**src/rtl/alu_exec_stage.sv**
```systemverilog
// ALU execute stage: a small operand queue feeding one registered ALU result slot.
// Operations are accepted into the queue. The head entry is computed and loaded into
// Result/Zero whenever the output slot is empty or is being consumed, which gives one
// result per cycle under continuous flow. No path runs combinationally from the inputs
// to the outputs.
module alu_exec_stage #(
  parameter int unsigned DEPTH = 4,
  parameter int unsigned WIDTH = 16
) (
  input  logic             clk,
  input  logic             rst,
  input  logic             in_valid,
  output logic             in_ready,
  input  logic [WIDTH-1:0] input_A,
  input  logic [WIDTH-1:0] input_B,
  input  logic [2:0]       ALU_Control,
  output logic             out_valid,
  input  logic             out_ready,
  output logic [WIDTH-1:0] Result,
  output logic             Zero,
  output logic [15:0]      op_count
);

  localparam int unsigned PtrW = (DEPTH > 1) ? $clog2(DEPTH) : 1;
  localparam int unsigned CntW = PtrW + 1;

  typedef enum logic [2:0] {
    OpAdd = 3'd0,
    OpSub = 3'd1,
    OpOr  = 3'd2,
    OpXor = 3'd3,
    OpNor = 3'd4,
    OpAnd = 3'd5,
    OpSrl = 3'd6,
    OpSlt = 3'd7
  } alu_op_e;

  // Queue storage (data only; validity is tracked by the pointers and the count)
  logic [WIDTH-1:0] mem_a_q  [DEPTH];
  logic [WIDTH-1:0] mem_b_q  [DEPTH];
  logic [2:0]       mem_op_q [DEPTH];

  logic [PtrW-1:0]  wr_ptr_q, wr_ptr_d;
  logic [PtrW-1:0]  rd_ptr_q, rd_ptr_d;
  logic [CntW-1:0]  count_q, count_d;

  // Cleared by reset; set on the first clock edge after reset is released
  logic             run_q, run_d;

  logic             out_valid_q, out_valid_d;
  logic [WIDTH-1:0] result_q, result_d;
  logic             zero_q, zero_d;
  logic [15:0]      op_count_q, op_count_d;

  logic             push;
  logic             pop;
  logic             out_free;
  logic             consume;
  logic [WIDTH-1:0] head_a;
  logic [WIDTH-1:0] head_b;
  logic [2:0]       head_op;
  logic [WIDTH-1:0] alu_res;

  // Result of one ALU operation; ADD and SUB wrap modulo 2^WIDTH
  function automatic logic [WIDTH-1:0] alu_compute(input logic [WIDTH-1:0] a,
                                                   input logic [WIDTH-1:0] b,
                                                   input logic [2:0]       op);
    logic [WIDTH-1:0] r;
    r = '0;
    unique case (alu_op_e'(op))
      OpAdd: r = a + b;
      OpSub: r = a - b;
      OpOr:  r = a | b;
      OpXor: r = a ^ b;
      OpNor: r = ~(a | b);
      OpAnd: r = a & b;
      OpSrl: r = a >> b[3:0];
      OpSlt: r = {{(WIDTH-1){1'b0}}, ($signed(a) < $signed(b))};
      default: r = '0;
    endcase
    return r;
  endfunction

  // Handshake qualifiers; full blocks acceptance even when a pop happens in the same edge
  always_comb begin
    in_ready = run_q && (count_q < CntW'(DEPTH));
    push     = in_valid && in_ready;
    out_free = !out_valid_q || out_ready;
    pop      = (count_q != '0) && out_free;
    consume  = out_valid_q && out_ready;
    head_a   = mem_a_q[rd_ptr_q];
    head_b   = mem_b_q[rd_ptr_q];
    head_op  = mem_op_q[rd_ptr_q];
    alu_res  = alu_compute(head_a, head_b, head_op);
  end

  // Next-state for queue pointers, occupancy, output slot and consume counter
  always_comb begin
    wr_ptr_d    = wr_ptr_q;
    rd_ptr_d    = rd_ptr_q;
    count_d     = count_q;
    run_d       = 1'b1;
    out_valid_d = out_valid_q;
    result_d    = result_q;
    zero_d      = zero_q;
    op_count_d  = op_count_q;

    // Power-of-two depth lets the pointers wrap naturally
    if (push) begin
      wr_ptr_d = wr_ptr_q + PtrW'(1);
    end
    if (pop) begin
      rd_ptr_d = rd_ptr_q + PtrW'(1);
    end
    if (push && !pop) begin
      count_d = count_q + CntW'(1);
    end else if (!push && pop) begin
      count_d = count_q - CntW'(1);
    end

    // Load a new result when the slot frees up; otherwise drop valid once consumed
    if (pop) begin
      out_valid_d = 1'b1;
      result_d    = alu_res;
      zero_d      = (alu_res == '0);
    end else if (consume) begin
      out_valid_d = 1'b0;
    end

    if (consume) begin
      op_count_d = op_count_q + 16'd1;
    end
  end

  // Control and output state with asynchronous reset
  always_ff @(posedge clk or posedge rst) begin
    if (rst) begin
      wr_ptr_q    <= '0;
      rd_ptr_q    <= '0;
      count_q     <= '0;
      run_q       <= 1'b0;
      out_valid_q <= 1'b0;
      result_q    <= '0;
      zero_q      <= 1'b0;
      op_count_q  <= '0;
    end else begin
      wr_ptr_q    <= wr_ptr_d;
      rd_ptr_q    <= rd_ptr_d;
      count_q     <= count_d;
      run_q       <= run_d;
      out_valid_q <= out_valid_d;
      result_q    <= result_d;
      zero_q      <= zero_d;
      op_count_q  <= op_count_d;
    end
  end

  // Queue data write; stale contents are harmless because the count guards reads
  always_ff @(posedge clk) begin
    if (push) begin
      mem_a_q[wr_ptr_q]  <= input_A;
      mem_b_q[wr_ptr_q]  <= input_B;
      mem_op_q[wr_ptr_q] <= ALU_Control;
    end
  end

  // Drive the outputs straight from the registers
  always_comb begin
    out_valid = out_valid_q;
    Result    = result_q;
    Zero      = zero_q;
    op_count  = op_count_q;
  end

endmodule

```
**config.mk**
```make
export PLATFORM = sky130hd
export DESIGN_NAME = alu_exec_stage
export DESIGN_NICKNAME = d
export VERILOG_FILES = /design/src/rtl/alu_exec_stage.sv
export SDC_FILE = /design/constraint.sdc
export NUM_CORES = 1
export LEC_CHECK = 0
export CAP_MARGIN = 20
export CORE_MARGIN = 2
export CORE_UTILIZATION = 44
export CTS_CLUSTER_DIAMETER = 120
export DETAILED_ROUTE_END_ITERATION = 7
export PLACE_DENSITY = 0.62
export SYNTH_ARGS = -nofsm -noshare
export SYNTH_HDL_FRONTEND = slang
export SYNTH_SLANG_ARGS = --single-unit
export TNS_END_PERCENT = 5
```
**constraint.sdc**
```tcl
create_clock -name clk -period 9 [get_ports clk]
set_input_delay 1.35 -clock clk [delete_from_list [all_inputs] [get_ports clk]]
set_output_delay 1.35 -clock clk [all_outputs]
set_load 0.01 [all_outputs]
```
==> results.sh <==
export IMPL_grt_pass1_vias=6431
export IMPL_maxCapViolations=0
export IMPL_layout_common_cells="edfxtp_1, nand2_1, clkdlybuf4s50_1"
export IMPL_synth_area_leaders="edfxtp_1, dfrtp_1, mux4_2"
export IMPL_path_class="register to register"
export IMPL_r2r_end="Zero$_DFFE_PP0P_"
export IMPL_rows=55
export IMPL_place_area_um2=10900
export IMPL_powerDensity_nw_per_um2=397
export IMPL_hold_path_end="op_count[15]$_DFFE_PP0P_"
export IMPL_synth_edff_count=140
export IMPL_synth_distinct_cells=74
export IMPL_synth_main_ff_cell="edfxtp_1"
export IMPL_vias=6742
export IMPL_cp_arrival_ns=5.63
export IMPL_grt_overflow=0
export IMPL_syn_area_per_cell_um2=12.3
export IMPL_clock_root_buffer="clkbuf_16"
export IMPL_end_kind="register"
export IMPL_wl_um=22900
export IMPL_antenna_cells=0
export IMPL_setup_violations=0
export IMPL_worst_slew_pin_slew_ns=1.01
export IMPL_wl_per_cell_um=19.7
export IMPL_hold_path_depth=1
export IMPL_die_h_um=155
export IMPL_drive_gt1_frac=0.115
export IMPL_crit_reg2reg_launch="rd_ptr_q[1]$_DFFE_PP0P_"
export IMPL_post_synth_top_area_cell="edfxtp_1"
export IMPL_final_cell_area_um2=11500
export IMPL_die_w_um=155
export IMPL_crit_fanout=34
export IMPL_rsz0062_at_grt="no"
export IMPL_area_growth_pct=15.5
export IMPL_portBuffers=73
export IMPL_cts_buffer_depth=2
export IMPL_layout_min_cycle_time_ns=5.27
export IMPL_drc_errors=0
export IMPL_final_hold_viol_count=0
export IMPL_synth_seq_cells=182
export IMPL_finalSetupTns_ns=0
export IMPL_track_usage=0.196
export IMPL_status="complete, no violations"
export IMPL_synth_nets=906
export IMPL_antenna_found_initial=0
export IMPL_holdCritStartpoint="op_count[15]$_DFFE_PP0P_"
export IMPL_drv_slew=0
export IMPL_grt_pass1_wl_um=36300
export IMPL_hp_class="register to register"
export IMPL_period_share=0.586
export IMPL_clk_pin_slew_ns=0.07
export IMPL_ioPinCount=74
export IMPL_fillers=1931
export IMPL_vdd_drop_max_uv=163
export IMPL_whs_ns=0.470
export IMPL_cts_resized=0
export IMPL_slew_headroom=0.311
export IMPL_skew_ns=0.0151
export IMPL_cts_tree="built"
export IMPL_clk_latency_ns=0.44
export IMPL_max_freq_ghz=0.190
export IMPL_ys_async_sr_fraction=0.231
export IMPL_cts_buffers=17
export IMPL_r2r_slack_ns=3.73
export IMPL_final_common_cell="edfxtp_1"
export IMPL_syn_area_um2=9990
export IMPL_die_area_um2=23900
export IMPL_cts_sinks=182
export IMPL_ant_nets=0
export IMPL_start_util=0.445
export IMPL_post_cts_setup_buffers=0
export IMPL_synth_top_area_share=0.421
export IMPL_drtPass1Iterations=5
export IMPL_cts_htree_levels=4
export IMPL_ys_warn_count=0
export IMPL_dp_hpwl_um=15900
export IMPL_post_place_ws_ns=3.78
export IMPL_gp_congestion=0.978
export IMPL_total_leakage_power_uw=0.00433
export IMPL_r2r_cells=14
export IMPL_grt_max_degree=43
export IMPL_drt_iter0_drc=661
export IMPL_num_nets_final=961
export IMPL_synth_yosys_seq_area_share=0.526
export IMPL_syn_inst=810
export IMPL_postCtsHoldBufs=0
export IMPL_required_ns=9.35
export IMPL_vias_per_cell=5.80
export IMPL_start_kind="register"
export IMPL_core_area_um2=22400
export IMPL_worst_slack_ns=3.73
==> cell families after synthesis <==
family                   Yosys count  synth area share
AO/OA/AOI/OAI                    162             0.108
XOR/XNOR                          35            0.0307
adder cells (fa/ha/maj)           57            0.0736
buffers and inverters             97            0.0406
flip-flops                       182             0.526
multiplexers                      73             0.125
other                              1          0.000375
AND/OR/NAND/NOR                  203            0.0952
==> through the flow <==
| step | power, µW | utilization | std cells |
|---|---|---|---|
| 2_1_floorplan | 3090 | - | 810 |
| 3_3_place_gp | 3790 | 0.487 | 1131 |
| 3_5_place_dp | 3780 | 0.487 | 1131 |
| 4_1_cts | 4560 | 0.515 | 1163 |
| 5_1_grt | 4890 | 0.515 | 1163 |
| 6_report | 4580 | 0.515 | 1163 |
==> layer usage <==
| metal | global-route usage | wire length (µm) |
|---|---|---|
| met3 | 0.0336 | 1410 |
| met2 | 0.294 | 10400 |
| met4 | 0.0511 | 301 |
| met5 | 0 | 0 |
| met1 | 0.296 | 10700 |
==> report_power, final <==
part	internal, µW	total [µW]	switching [µW]
Combinational	1100	2720	1620
Clock	382	763	381
Sequential	1020	1090	68.8
==> Yosys cell counts, types with 4 or more instances <==
library cell  instances
o211ai_1              4
xor2_1                6
and3_1                8
o22ai_1               6
buf_6                 4
nor2_1               50
a22oi_1               6
mux4_2               31
nand3_1               9
buf_1                 6
a21oi_1              38
edfxtp_1            140
nor3_1               17
nand2_1              74
clkbuf_1             25
buf_2                 6
nand4_1               4
o31ai_1               6
nand2b_1              5
nor2b_1               8
o221ai_1              5
inv_1                53
a31oi_1               5
or3_1                 9
o21bai_1              5
o21ai_0              36
xnor2_1              29
a211oi_1             10
mux2i_1              19
a221oi_1              8
mux4_1                6
ha_1                 54
mux2_2               14
dfrtp_1              42
==> sequential cells by signal, indices dropped and copies added, names as in the netlist <==
register,count
mem_a_q,64
out_valid,1
rd_ptr_q,2
op_count,16
mem_op_q,12
Result,16
mem_b_q,64
run_q,1
wr_ptr_q,2
count_q,3
Zero,1
==> how the worst max path moves through the flow <==
stage                             from          endpoint  slack, ns
2_1_floorplan  rd_ptr_q[0]$_DFFE_PP0P_  Zero$_DFFE_PP0P_       5.00
3_3_place_gp   rd_ptr_q[1]$_DFFE_PP0P_  Zero$_DFFE_PP0P_       3.90
3_5_place_dp   rd_ptr_q[1]$_DFFE_PP0P_  Zero$_DFFE_PP0P_       3.78
4_1_cts        rd_ptr_q[1]$_DFFE_PP0P_  Zero$_DFFE_PP0P_       3.76
5_1_grt        rd_ptr_q[1]$_DFFE_PP0P_  Zero$_DFFE_PP0P_       3.24
6_report       rd_ptr_q[1]$_DFFE_PP0P_  Zero$_DFFE_PP0P_       3.73
==> critical path, cell delays in order, from the launching register on <==
cell and delay [ns]:
dfrtp_1 0.48, buf_4 0.48, mux4_1 0.76, clkinv_1 0.60, fa_1 0.62, nor3b_1 0.18
o31ai_1 0.47, a211o_1 0.20, nand2_1 0.07, xnor2_1 0.14, nor2_1 0.05, or4_1 0.45
nor4_2 0.29, nand4b_1 0.18, o31ai_2 0.19
==> area by class of cell <==
type	count	area, µm²	share of cell area
tap	285	357	0.0309
clock buffer	17	425	0.0369
inverter	55	206	0.0179
clock inverter	15	196	0.0170
sequential	182	5260	0.455
multi-input combinational	531	4330	0.375
timing repair buffer	78	768	0.0666
(Power assumes the default switching activity.)
